## config.mk

```make
export PLATFORM = sky130hd
export DESIGN_NAME = flight_physics_fp
export DESIGN_NICKNAME = d
export VERILOG_FILES = /design/src/rtl/flight_physics_fp.sv
export SDC_FILE = /design/constraint.sdc
export NUM_CORES = 1
export LEC_CHECK = 0
export ABC_CLOCK_PERIOD_IN_PS = 4990
export BUFFER_PORTS_ARGS = -buffer_cell sky130_fd_sc_hd__buf_2
export CAP_MARGIN = 0
export CELL_PAD_IN_SITES_DETAIL_PLACEMENT = 2
export CELL_PAD_IN_SITES_GLOBAL_PLACEMENT = 2
export CORE_ASPECT_RATIO = 1.75
export CORE_MARGIN = 2
export CORE_UTILIZATION = 35
export CTS_CLUSTER_DIAMETER = 120
export DETAILED_ROUTE_END_ITERATION = 16
export GPL_ROUTABILITY_DRIVEN = 0
export MAX_ROUTING_LAYER = met4
export PLACE_DENSITY_LB_ADDON = 0.1
export REMOVE_ABC_BUFFERS = 1
export SLEW_MARGIN = 25
export SYNTH_ARGS = -nofsm -noshare
export SYNTH_HDL_FRONTEND = slang
export SYNTH_SLANG_ARGS = --single-unit
```

## constraint.sdc

```tcl
create_clock -name Clk -period 4.99 [get_ports Clk]
set_input_delay 0.7485 -clock Clk [delete_from_list [all_inputs] [get_ports Clk]]
set_output_delay 0.7485 -clock Clk [all_outputs]
set_load 0.02 [all_outputs]
```

## src/rtl/flight_physics_fp.sv

```systemverilog
// Bird vertical physics in signed fixed point, stepped once per FrameTick, with INIT/FLIGHT/CRASH control.
// Optional flap lockout is compiled in when FLAP_COOLDOWN_EN is defined.
module flight_physics_fp #(
   parameter int W               = 10,
   parameter int FRAC            = 4,
   parameter int GRAVITY         = 8,
   parameter int JUMP_VEL        = -96,
   parameter int MAX_FALL        = 160,
   parameter int Y_MIN           = 0,
   parameter int Y_MAX           = 464,
   parameter int X_START         = 300,
   parameter int Y_START         = 240,
   parameter int COOLDOWN_FRAMES = 4
) (
   input  logic                       Clk,
   input  logic                       reset_n,
   input  logic                       Start,
   input  logic                       Ack,
   input  logic                       BtnPress,
   input  logic                       FrameTick,
   output logic signed [W+FRAC-1:0]   VertSpeed,
   output logic signed [W-1:0]        Bird_X,
   output logic signed [W-1:0]        Bird_Y,
   output logic                       Crashed,
   output logic [1:0]                 State
);

   localparam int VW = W + FRAC;

   localparam logic [1:0] S_INIT   = 2'b00;
   localparam logic [1:0] S_FLIGHT = 2'b01;
   localparam logic [1:0] S_CRASH  = 2'b10;

   localparam logic signed [VW:0]   GRAV_E     = (VW+1)'(GRAVITY);
   localparam logic signed [VW:0]   MAX_E      = (VW+1)'(MAX_FALL);
   localparam logic signed [VW:0]   YMIN_E     = (VW+1)'(Y_MIN << FRAC);
   localparam logic signed [VW:0]   YMAX_E     = (VW+1)'(Y_MAX << FRAC);
   localparam logic signed [VW-1:0] MAX_FP     = VW'(MAX_FALL);
   localparam logic signed [VW-1:0] JUMP_FP    = VW'(JUMP_VEL);
   localparam logic signed [VW-1:0] YMIN_FP    = VW'(Y_MIN << FRAC);
   localparam logic signed [VW-1:0] YMAX_FP    = VW'(Y_MAX << FRAC);
   localparam logic signed [VW-1:0] YSTART_FP  = VW'(Y_START << FRAC);
   localparam logic signed [W-1:0]  YSTART_PIX = W'(Y_START);

   logic [1:0]             state_q, state_d;
   logic signed [VW-1:0]   y_acc_q, y_acc_d;
   logic signed [VW-1:0]   vel_q, vel_d;
   logic signed [W-1:0]    bird_y_q, bird_y_d;
   logic                   btn_q;
   logic                   flap_pend_q, flap_pend_d;

   logic                   rise, rise_ok, flap;
   logic signed [VW:0]     y_sum, v_sum;
   logic signed [VW-1:0]   v_grav;

`ifdef FLAP_COOLDOWN_EN
   localparam int CDW = $clog2(COOLDOWN_FRAMES + 1);
   localparam logic [CDW-1:0] CD_LOAD = CDW'(COOLDOWN_FRAMES);
   logic [CDW-1:0] cd_q, cd_d;
`endif

   always_comb begin
      state_d     = state_q;
      y_acc_d     = y_acc_q;
      vel_d       = vel_q;
      flap_pend_d = flap_pend_q;
      rise        = BtnPress & ~btn_q;
`ifdef FLAP_COOLDOWN_EN
      cd_d        = cd_q;
      rise_ok     = rise & (cd_q == '0);
`else
      rise_ok     = rise;
`endif
      flap   = flap_pend_q | rise_ok;
      y_sum  = {y_acc_q[VW-1], y_acc_q} + {vel_q[VW-1], vel_q};
      v_sum  = {vel_q[VW-1], vel_q} + GRAV_E;
      v_grav = (v_sum > MAX_E) ? MAX_FP : v_sum[VW-1:0];

      case (state_q)
         S_INIT: begin
            if (Start) state_d = S_FLIGHT;
         end
         S_FLIGHT: begin
            if (FrameTick) begin
               flap_pend_d = 1'b0;
`ifdef FLAP_COOLDOWN_EN
               if (cd_q != '0) cd_d = cd_q - 1'b1;
`endif
               // Floor wins over a pending flap; ceiling still honours it.
               if (y_sum >= YMAX_E) begin
                  y_acc_d = YMAX_FP;
                  vel_d   = '0;
                  state_d = S_CRASH;
               end else begin
                  y_acc_d = (y_sum < YMIN_E) ? YMIN_FP : y_sum[VW-1:0];
                  if (flap)               vel_d = JUMP_FP;
                  else if (y_sum < YMIN_E) vel_d = '0;
                  else                    vel_d = v_grav;
`ifdef FLAP_COOLDOWN_EN
                  if (flap) cd_d = CD_LOAD;
`endif
               end
            end else begin
               flap_pend_d = flap;
            end
         end
         S_CRASH: begin
            if (Ack) begin
               state_d = S_INIT;
               y_acc_d = YSTART_FP;
               vel_d   = '0;
`ifdef FLAP_COOLDOWN_EN
               cd_d    = '0;
`endif
            end
         end
         default: state_d = S_INIT;
      endcase

      bird_y_d = y_acc_d[VW-1:FRAC];
   end

   always_ff @(posedge Clk or negedge reset_n) begin
      if (!reset_n) begin
         state_q     <= S_INIT;
         y_acc_q     <= YSTART_FP;
         vel_q       <= '0;
         bird_y_q    <= YSTART_PIX;
         btn_q       <= 1'b0;
         flap_pend_q <= 1'b0;
`ifdef FLAP_COOLDOWN_EN
         cd_q        <= '0;
`endif
      end else begin
         state_q     <= state_d;
         y_acc_q     <= y_acc_d;
         vel_q       <= vel_d;
         bird_y_q    <= bird_y_d;
         btn_q       <= BtnPress;
         flap_pend_q <= flap_pend_d;
`ifdef FLAP_COOLDOWN_EN
         cd_q        <= cd_d;
`endif
      end
   end

   assign VertSpeed = vel_q;
   assign Bird_X    = W'(X_START);
   assign Bird_Y    = bird_y_q;
   assign Crashed   = (state_q == S_CRASH);
   assign State     = state_q;

endmodule

```

# Word-level counts from Yosys, hierarchy flattened
# Index checks and enable logic that the tools add are counted.
# totals
word_cells,42
in_bits,6
output_inout_bits,37
register_bits,32
# op_classes
n_eq_ne,6
n_mux,18
n_addsub,2
bitwise_logic,3
order_cmp,3
n_reduce_logical,4
# op_table
cell,count
14-bit two-way mux,10
14-bit case mux with 2 select lines,2
14-bit by 14-bit adder with 15-bit output,1
14-bit by 5-bit adder with 15-bit output (second input constant),1
15-bit by 14-bit >= comparator with 1-bit output (second input constant),1
15-bit by 9-bit greater-than comparator with 1-bit output (second input constant),1
15-bit by 1-bit less-than comparator with 1-bit output (second input constant),1
2-bit two-way mux,4
2-bit != test (second input constant),4
2-bit case mux with 3 select lines,1
4-bit AND reduction,1
3-bit AND reduction,1
2-bit by 1-bit == test with 1-bit output (second input constant),1
2-bit == test (second input constant),1
2-bit zero test,1
2-bit nonzero test,1
1-bit AND,1
1-bit two-way mux,1
1-bit inverter,1
1-bit bitwise OR,1

# Logic depth before layout (Yosys ltp)
# Gate-level depths: netlist of the first run.
# depth
depth_word,8
depth_mapped,10
ltp_nobuf,8

# Worst setup path before layout of the first run
# OpenSTA, ideal clock, no wires.
# synth_timing
path_kind,register to register
from,"register vel_q[6], in the netlist VertSpeed[6]"
to,"register vel_q[6], in the netlist VertSpeed[6]"
stages_incl_launch_ff,10
period_less_slack_ps,2613
n_path_buf,1
setup_time_ps,82
arrival_ps,2530
slack_ps,2377
required_ps,4908
cell_sequence,dfrtp_1 ha_1 a41o_1 a21oi_2 o211ai_2 a211o_1 a32oi_2 buf_6 nand4_4 o22ai_1
# synth_between
elab_chain_cells,8
elab_cells_between_ends,11
classes_between,add/sub (2); order compare (3); mux (6)
# synth_rtl
item,line_no,text
start: declaration,47,"logic signed [VW-1:0] vel_q, vel_d;"
start signal: assignment,137,vel_q <= vel_d;
14-bit by 5-bit adder with 15-bit output,76,"v_sum = {vel_q[VW-1], vel_q} + GRAV_E;"
15-bit by 9-bit greater-than comparator with 1-bit output,77,v_grav = (v_sum > MAX_E) ? MAX_FP : v_sum[VW-1:0];
14-bit two-way mux,77,
14-bit two-way mux,97,else if (y_sum < YMIN_E) vel_d = '0;
14-bit two-way mux,96,if (flap) vel_d = JUMP_FP;
14-bit two-way mux (*),90,if (y_sum >= YMAX_E) begin
14-bit two-way mux (*),84,if (FrameTick) begin
14-bit case mux with 2 select lines (*),79,case (state_q)
# Every way passes the cells marked *; elsewhere a longest branch is shown, timed or not. The select of a mux whose other input is x is not followed.
# A chain may end at the register's enable or synchronous reset.

# Worst setup path after layout of the first run
# layout_timing
from,"register vel_q[5], in the netlist VertSpeed[5]"
to,"register vel_q[8], in the netlist VertSpeed[8]"
# Same word-level chain as after synthesis.

==> results of run 1 <==
-- state kept, by name (all words and copies together) (netlist names) --
signal,count
State,2
VertSpeed,11
btn_q,1
flap_pend_q,1
y_acc_q,11
-- cells by family after synthesis --
family | count (synthesis) | share of synthesized area [%]
adders and majority gates | 12 | 6.822
buffers and inverters | 46 | 12.45
xor gates and xnor gates | 12 | 4.775
other | 2 | 0.3412
and+or+nand+nor | 79 | 17.97
AOI/OAI and AO/OA | 87 | 27.86
DFF | 26 | 29.79
-- metrics by stage --
| stage | instances | power, W | setup slack [ns] |
|---|---|---|---|
| final | 353 | 0.001642 | 1.531 |
| after global routing | 353 | 0.001781 | 1.246 |
| after CTS | 353 | 0.001662 | 1.491 |
| after detailed placement | 349 | 0.001505 | 1.532 |
| after global placement | 349 | 0.001485 | 1.559 |
| after floorplan | 239 | 0.001153 | 2.076 |
-- worst max path at each step --
stage	endpoint	slack, ns
3_3_place_gp	y_acc_q[8]$_DFFE_PN1P_	1.56
3_5_place_dp	y_acc_q[10]$_DFFE_PN1P_	1.53
4_1_cts	VertSpeed[8]$_DFFE_PN0P_	1.49
5_1_grt	VertSpeed[11]$_DFFE_PN0P_	1.25
6_report	VertSpeed[8]$_DFFE_PN0P_	1.53
2_1_floorplan	y_acc_q[10]$_DFFE_PN1P_	2.08
-- per-layer routing --
| metal | track usage [%] | vias to the layer above |
|---|---|---|
| met2 | 40.70 | 31 |
| li1 | - | 959 |
| met5 | - | - |
| met1 | 24.84 | 1076 |
| met4 | 9.938 | 0 |
| met3 | 1.858 | 13 |
-- layout make-up --
type | instances | area, µm²
Inverter | 10 | 37.54
Multi-Input combinational cell | 203 | 1313
Fill cell | 713 | 3820
Tap cell | 80 | 100.1
Timing Repair Buffer | 30 | 152.6
Clock buffer | 4 | 55.05
Sequential cell | 26 | 655.6
-- worst reg2reg max path, stage by stage (launching register included) --
cell and delay (ns):
dfrtp_1 0.62, ha_1 0.36, a41o_1 0.30, a21oi_2 0.31
o211ai_2 0.17, a211o_1 0.34, a32oi_2 0.64, o21ai_1 0.38
o22ai_1 0.26
-- cells in the mapped netlist (4+ instances only) --
library cell,instances
and3_1,4
inv_1,10
o22ai_1,7
a41oi_1,6
clkbuf_1,6
ha_1,12
a21o_1,5
o21ai_0,14
dfrtp_1,22
a21oi_1,13
xor2_1,7
nand2_1,28
buf_4,23
xnor2_1,5
nor2_1,14
dfstp_2,4
a31oi_1,6
nor3_1,6
buf_2,6
nor2b_1,4
nand3_1,10
o21ai_1,5
-- report_power, final --
group          switching [W]  internal [W]  total [W]  leakage, nW
registers           0.000112      0.000294   0.000406        0.331
logic               0.000713      0.000378    0.00109        0.678
clock network      0.0000743     0.0000710   0.000145       0.0288
==> impl_metrics.py, run 1 <==
metrics = {
    "clocking": {
        "clockRootBuffer": "clkbuf_8",
        "holdBufCountCts": 0,
        "cts_buffers": 3,
        "cts_tree": "built",
        "htree_levels": 1,
        "clkLatencyLatePin_ns": 0.29,
        "cts.sinks": 26,
        "postCtsSetupBuffers": 0,
        "cts.path.max_buffers": 2,
        "cts.repair.resized": 0,
        "clk_pin_slew_worst_paths_ns": 0.09,
    },
    "grt": {
        "antenna_found_initial": 0,
        "grt-ovfl-total": 0,
        "grt_pass1_vias": 2177,
        "grt_start_max_net_pins": 27,
        "track_usage_pct": 22.50,
        "grt_pass1_wl_um": 11610,
    },
    "route": {
        "routed_wirelength_um": 7110,
        "met2_length_um": 4004,
        "vias_per_cell": 5.890,
        "drc": 0,
        "wl_met3_um": 112,
        "routedLengthMet1_um": 2782,
        "highest-signal-layer": "met4",
        "ant_nets": 0,
        "dr.pass1.iters": 4,
        "vias": 2079,
        "drt_iter0_drc": 87,
        "post_drt_wl_per_cell_um": 20.14,
    },
    "synth": {
        "ys_top_cells_by_area": "dfrtp_1 25%, buf_4 7.8%, ha_1 6.8%",
        "synth_area_um2": 2201,
        "ys.flop_type": "dfrtp_1",
        "synth_top_area_cell": "dfrtp_1",
        "synth_edf_count": 0,
        "yosysWarningCount": 0,
        "synth-seq-cells": 26,
        "netlist_instances": 264,
        "synth_seq_area_share_pct": 29.79,
        "syn_area_per_cell_um2": 8.337,
        "ys_types": 52,
        "postSynth.asyncResetShare_pct": 100.0,
        "synth_top_cell_area_share_pct": 25.01,
    },
    "power": {
        "ir_worst_vdd_mv": 0.2471,
        "p_leak_nw": 1.038,
        "p_per_area_nw_per_um2": 709.7,
    },
    "timing": {
        "finalHoldWorstSlack_ns": 0.4752,
        "hold_violations": 0,
        "period_share_pct": 69.31,
        "max_freq_mhz": 289.1,
        "worstMarginPinSlew_ns": 1.006,
        "slew_headroom_pct": 32.47,
        "fin_crit_ns": 3.459,
        "slew_violations": 0,
        "grt_setup_unrepaired": "no",
        "setup_viol": 0,
        "clock_skew_ns": 0.001931,
        "finalSetupTns_ns": 0,
    },
    "finish": {
        "antenna_cells": 0,
        "most-common-layout-cells": "29 x buf_2, 28 x nand2_1, 22 x dfrtp_1",
        "drive_gt1_share_pct": 16.12,
        "nNetsFinal": 292,
        "syn2layout_area_growth_pct": 5.117,
        "finalInstanceArea_um2": 2313,
        "finalCoreUtilization_pct": 37.72,
        "final_common_cell": "buf_2",
    },
    "setup_path": {
        "cp_num_cells": 8,
        "cp_max_fo": 14,
        "path_delay_family": "compound AO/OA/AOI/OAI gates",
        "critPathMaxStageDelay_ns": 0.64,
        "arrival_ns": 3.67,
        "crit_chain": "ha_1 > a41o_1 > a21oi_2 > o211ai_2 > a211o_1 > a32oi_2 > o21ai_1 > o22ai_1",
        "critPathBufInv": 0,
        "required_ns": 5.20,
        "crit_path_start_kind": "register",
        "rrSetupSlack_ns": 1.53,
        "r2r_start": "VertSpeed[5]$_DFFE_PN0P_",
        "rr_worst_depth": 8,
        "critPathLaunch": "VertSpeed[5]$_DFFE_PN0P_",
        "r2r_end": "VertSpeed[8]$_DFFE_PN0P_",
        "cp-end-kind": "register",
        "slowest_stage": "a32oi_2",
        "critPathKind": "reg2reg",
    },
    "placement": {
        "post-dp-hpwl_um": 5515,
        "portBuffers": 29,
        "placed_area_um2": 2258,
    },
    "die": {
        "fp.dieW_um": 63.95,
        "die_h_um": 108.9,
        "ios": 43,
        "initial_utilization_pct": 35.88,
        "rows": 38,
        "fp.coreArea_um2": 6133,
        "die-area_um2": 6964,
    },
    "hold_path": {
        "holdCritPathClass": "in2async",
    },
    "run": {
        "maxCapViolations": 0,
    },
    "run_status": {
        "outcome": "complete, no violations",
    },
}
Power figures use the tool's default switching activity.
==> run 2: changes to the inputs <==
--- a/config.mk
+++ b/config.mk
@@ -5,14 +5,15 @@
 export SDC_FILE = /design/constraint.sdc
 export NUM_CORES = 1
 export LEC_CHECK = 0
-export ABC_CLOCK_PERIOD_IN_PS = 4990
+export ABC_AREA = 1
+export ABC_CLOCK_PERIOD_IN_PS = 3100
 export BUFFER_PORTS_ARGS = -buffer_cell sky130_fd_sc_hd__buf_2
 export CAP_MARGIN = 0
 export CELL_PAD_IN_SITES_DETAIL_PLACEMENT = 2
 export CELL_PAD_IN_SITES_GLOBAL_PLACEMENT = 2
 export CORE_ASPECT_RATIO = 1.75
 export CORE_MARGIN = 2
-export CORE_UTILIZATION = 35
+export CORE_UTILIZATION = 27
 export CTS_CLUSTER_DIAMETER = 120
 export DETAILED_ROUTE_END_ITERATION = 16
 export GPL_ROUTABILITY_DRIVEN = 0
==> constraint.sdc (replaced) <==
create_clock -name Clk -period 3.1 [get_ports Clk]
set_input_delay 0.465 -clock Clk [delete_from_list [all_inputs] [get_ports Clk]]
set_output_delay 0.465 -clock Clk [all_outputs]
set_load 0.02 [all_outputs]
==> impl_metrics.py, run 2 <==
metrics = {
    "run_status": {
        "outcome": "complete, no violations",
    },
    "placement": {
        "post-dp-hpwl_um": 6615,
        "portBuffers": 29,
        "placed_area_um2": 2480,
    },
    "synth": {
        "yosysMostFrequentCell": "nand2_1",
        "synth_area_um2": 2308,
        "ys.flop_type": "dfrtp_1",
        "syn_area_per_cell_um2": 6.653,
        "synth_top_cell_area_share_pct": 23.85,
        "ys_top_cells_by_area": "dfrtp_1 24%, nand2_1 18%, inv_1 8.5%",
        "ys_types": 33,
        "synth_edf_count": 0,
        "netlist_top_cells_count": "108 x nand2_1, 52 x inv_1, 26 x nor2_1, 23 x buf_4, 22 x dfrtp_1",
        "yosysWarningCount": 0,
        "synth-seq-cells": 26,
        "netlist_instances": 347,
        "synth_top_area_cell": "dfrtp_1",
        "postSynth.asyncResetShare_pct": 100.0,
        "synth_seq_area_share_pct": 28.40,
    },
    "finish": {
        "nNetsFinal": 387,
        "final_common_cell": "nand2_1",
        "syn2layout_area_growth_pct": 11.98,
        "finalInstanceArea_um2": 2585,
        "fill_cells": 1031,
        "drive_gt1_share_pct": 17.39,
        "antenna_cells": 0,
        "most-common-layout-cells": "108 x nand2_1, 52 x inv_1, 29 x buf_2",
        "finalCoreUtilization_pct": 31.10,
    },
    "route": {
        "vias": 2216,
        "drt_iter0_drc": 66,
        "routed_wirelength_um": 7817,
        "ant_nets": 0,
        "dr.pass1.iters": 4,
        "post_drt_wl_per_cell_um": 16.18,
        "drc": 0,
        "vias_per_cell": 4.588,
    },
    "clocking": {
        "cts.repair.resized": 0,
        "cts_tree": "built",
        "holdBufCountCts": 0,
        "cts.sinks": 26,
        "clkLatencyLatePin_ns": 0.26,
        "cts_buffers": 3,
        "cts.path.max_buffers": 2,
        "htree_levels": 1,
        "postCtsSetupBuffers": 0,
        "clockRootBuffer": "clkbuf_16",
        "clk_pin_slew_worst_paths_ns": 0.07,
    },
    "power": {
        "p_sw_w": 0.001562,
        "ir_worst_vdd_mv": 0.5189,
        "seq_power_share_pct": 22.0,
        "p_per_area_nw_per_um2": 1116,
        "clkPwrFrac_pct": 13.2,
        "p_leak_nw": 1.413,
        "internal-power_w": 0.001323,
        "p_sw_share_pct": 54.13,
        "comb_power_share_pct": 64.8,
    },
    "timing": {
        "period_share_pct": 82.72,
        "grt_setup_unrepaired": "no",
        "max_freq_mhz": 390.0,
        "worstMarginPinSlew_ns": 0.7665,
        "finalSetupTns_ns": 0,
        "clock_skew_ns": 0.006262,
        "slew_violations": 0,
        "fin_crit_ns": 2.564,
        "setup_viol": 0,
        "slew_headroom_pct": 48.90,
        "hold_violations": 0,
    },
    "setup_path": {
        "critPathKind": "reg2reg",
        "rr_worst_depth": 12,
        "crit_path_start_kind": "register",
        "cp_common_cell": "nand2_1",
        "cp_max_fo": 13,
        "arrival_ns": 2.75,
        "slowest_stage": "dfrtp_1",
        "r2r_start": "VertSpeed[10]$_DFFE_PN0P_",
        "crit_chain": "ha_1 > nand2_1 > inv_1 > a21oi_1 > nand3_1 > nand2_1 > nand2_1 > nand2_2 > inv_1 > nand2_4 > nand3_4 > o21ai_2",
        "r2r_end": "VertSpeed[5]$_DFFE_PN0P_",
        "cp-end-kind": "register",
        "rrSetupSlack_ns": 0.54,
        "critPathMaxStageDelay_ns": 0.50,
        "required_ns": 3.29,
    },
    "grt": {
        "antenna_found_initial": 0,
        "grt_start_max_net_pins": 27,
        "grt-ovfl-total": 0,
        "grt_pass1_wl_um": 12550,
        "track_usage_pct": 18.35,
        "grt_pass1_vias": 2429,
    },
    "die": {
        "die-area_um2": 9334,
        "rows": 44,
        "ios": 43,
        "fp.dieW_um": 73.90,
        "die_h_um": 126.3,
        "initial_utilization_pct": 27.77,
        "fp.coreArea_um2": 8313,
    },
    "run": {
        "maxCapViolations": 0,
    },
    "hold_path": {
        "holdCritPathClass": "in2async",
    },
}
run 2: cell types whose count changed in the layout (fill, tap and decap cells not counted), sizes merged, moves of 6 or more:
cell,delta
nand2,+86
inv,+43
o21ai,+6
nand3,+10
a41oi,-6
nor2,+14
a31oi,-6
run 2: cells by family (layout without fill, tap and decap cells):
family          Yosys count  count (layout)  synth area share [%]
fa+ha+maj                12              12                 6.504
simple gates            176             176                 33.33
xor+xnor                  7               7                 3.469
buf+inv                  82              92                 17.13
other cells               2              13                0.3253
compound gates           42              42                 10.84
flops                    26              26                 28.40
run 2: power by group through the flow:
| stage | clock (W) | sequential (W) | combinational (W) |
|---|---|---|---|
| 6_report | 0.000381 | 0.000634 | 0.00187 |
| 3_3_place_gp | 0 | 0.000646 | 0.00187 |
| 5_1_grt | 0.000399 | 0.000660 | 0.00212 |
| 2_1_floorplan | 0 | 0.000721 | 0.00118 |
| 3_5_place_dp | 0 | 0.000647 | 0.00189 |
| 4_1_cts | 0.000389 | 0.000641 | 0.00192 |
run 2: how the worst max path moves through the flow:
stage | slack, ns | endpoint | cells past startpoint | from
5_1_grt | 0.26 | State[0]$_DFFE_PN0P_ | 13 | VertSpeed[8]$_DFFE_PN0P_
3_3_place_gp | 0.54 | VertSpeed[11]$_DFFE_PN0P_ | 12 | VertSpeed[10]$_DFFE_PN0P_
6_report | 0.54 | VertSpeed[5]$_DFFE_PN0P_ | 12 | VertSpeed[10]$_DFFE_PN0P_
2_1_floorplan | 1.01 | State[0]$_DFFE_PN0P_ | 13 | y_acc_q[8]$_DFFE_PN1P_
4_1_cts | 0.47 | VertSpeed[5]$_DFFE_PN0P_ | 12 | VertSpeed[10]$_DFFE_PN0P_
3_5_place_dp | 0.50 | VertSpeed[8]$_DFFE_PN0P_ | 12 | VertSpeed[10]$_DFFE_PN0P_
run 2: cell type report:
class | count | area (µm²) | area share [%]
Clock buffer | 3 | 75.07 | 2.904
Clock inverter | 1 | 30.03 | 1.162
Inverter | 55 | 206.4 | 7.986
Multi-Input combinational cell | 250 | 1299 | 50.24
Sequential cell | 26 | 655.6 | 25.36
Tap cell | 115 | 143.9 | 5.566
Timing Repair Buffer | 33 | 175.2 | 6.776
run 2: per-stage QoR:
step	total power, W	hold slack (ns)	worst slack (ns)	std cells
6_report	0.002885	0.2142	0.5356	483
5_1_grt	0.003183	0.2436	0.2575	483
4_1_cts	0.002952	0.2327	0.4716	483
3_5_place_dp	0.002540	0.5048	0.4951	479
3_3_place_gp	0.002514	0.4887	0.5420	479
2_1_floorplan	0.001902	0.1694	1.006	331
run 2: routing by layer:
layer | wire (µm) | up-vias | GRT usage, %
met5 | 0 | - | -
met1 | 2819 | 1077 | 18.70
li1 | - | 1095 | -
met2 | 4639 | 33 | 35.24
met3 | 147 | 11 | 1.430
met4 | 211 | 0 | 5.989
run 2: critical path, delay by kind of cell (launching register included):
family | cells | cell delay, ns
simple gates | 7 | 0.98
flops | 1 | 0.50
fa+ha+maj | 1 | 0.41
compound gates | 2 | 0.40
buf+inv | 2 | 0.20
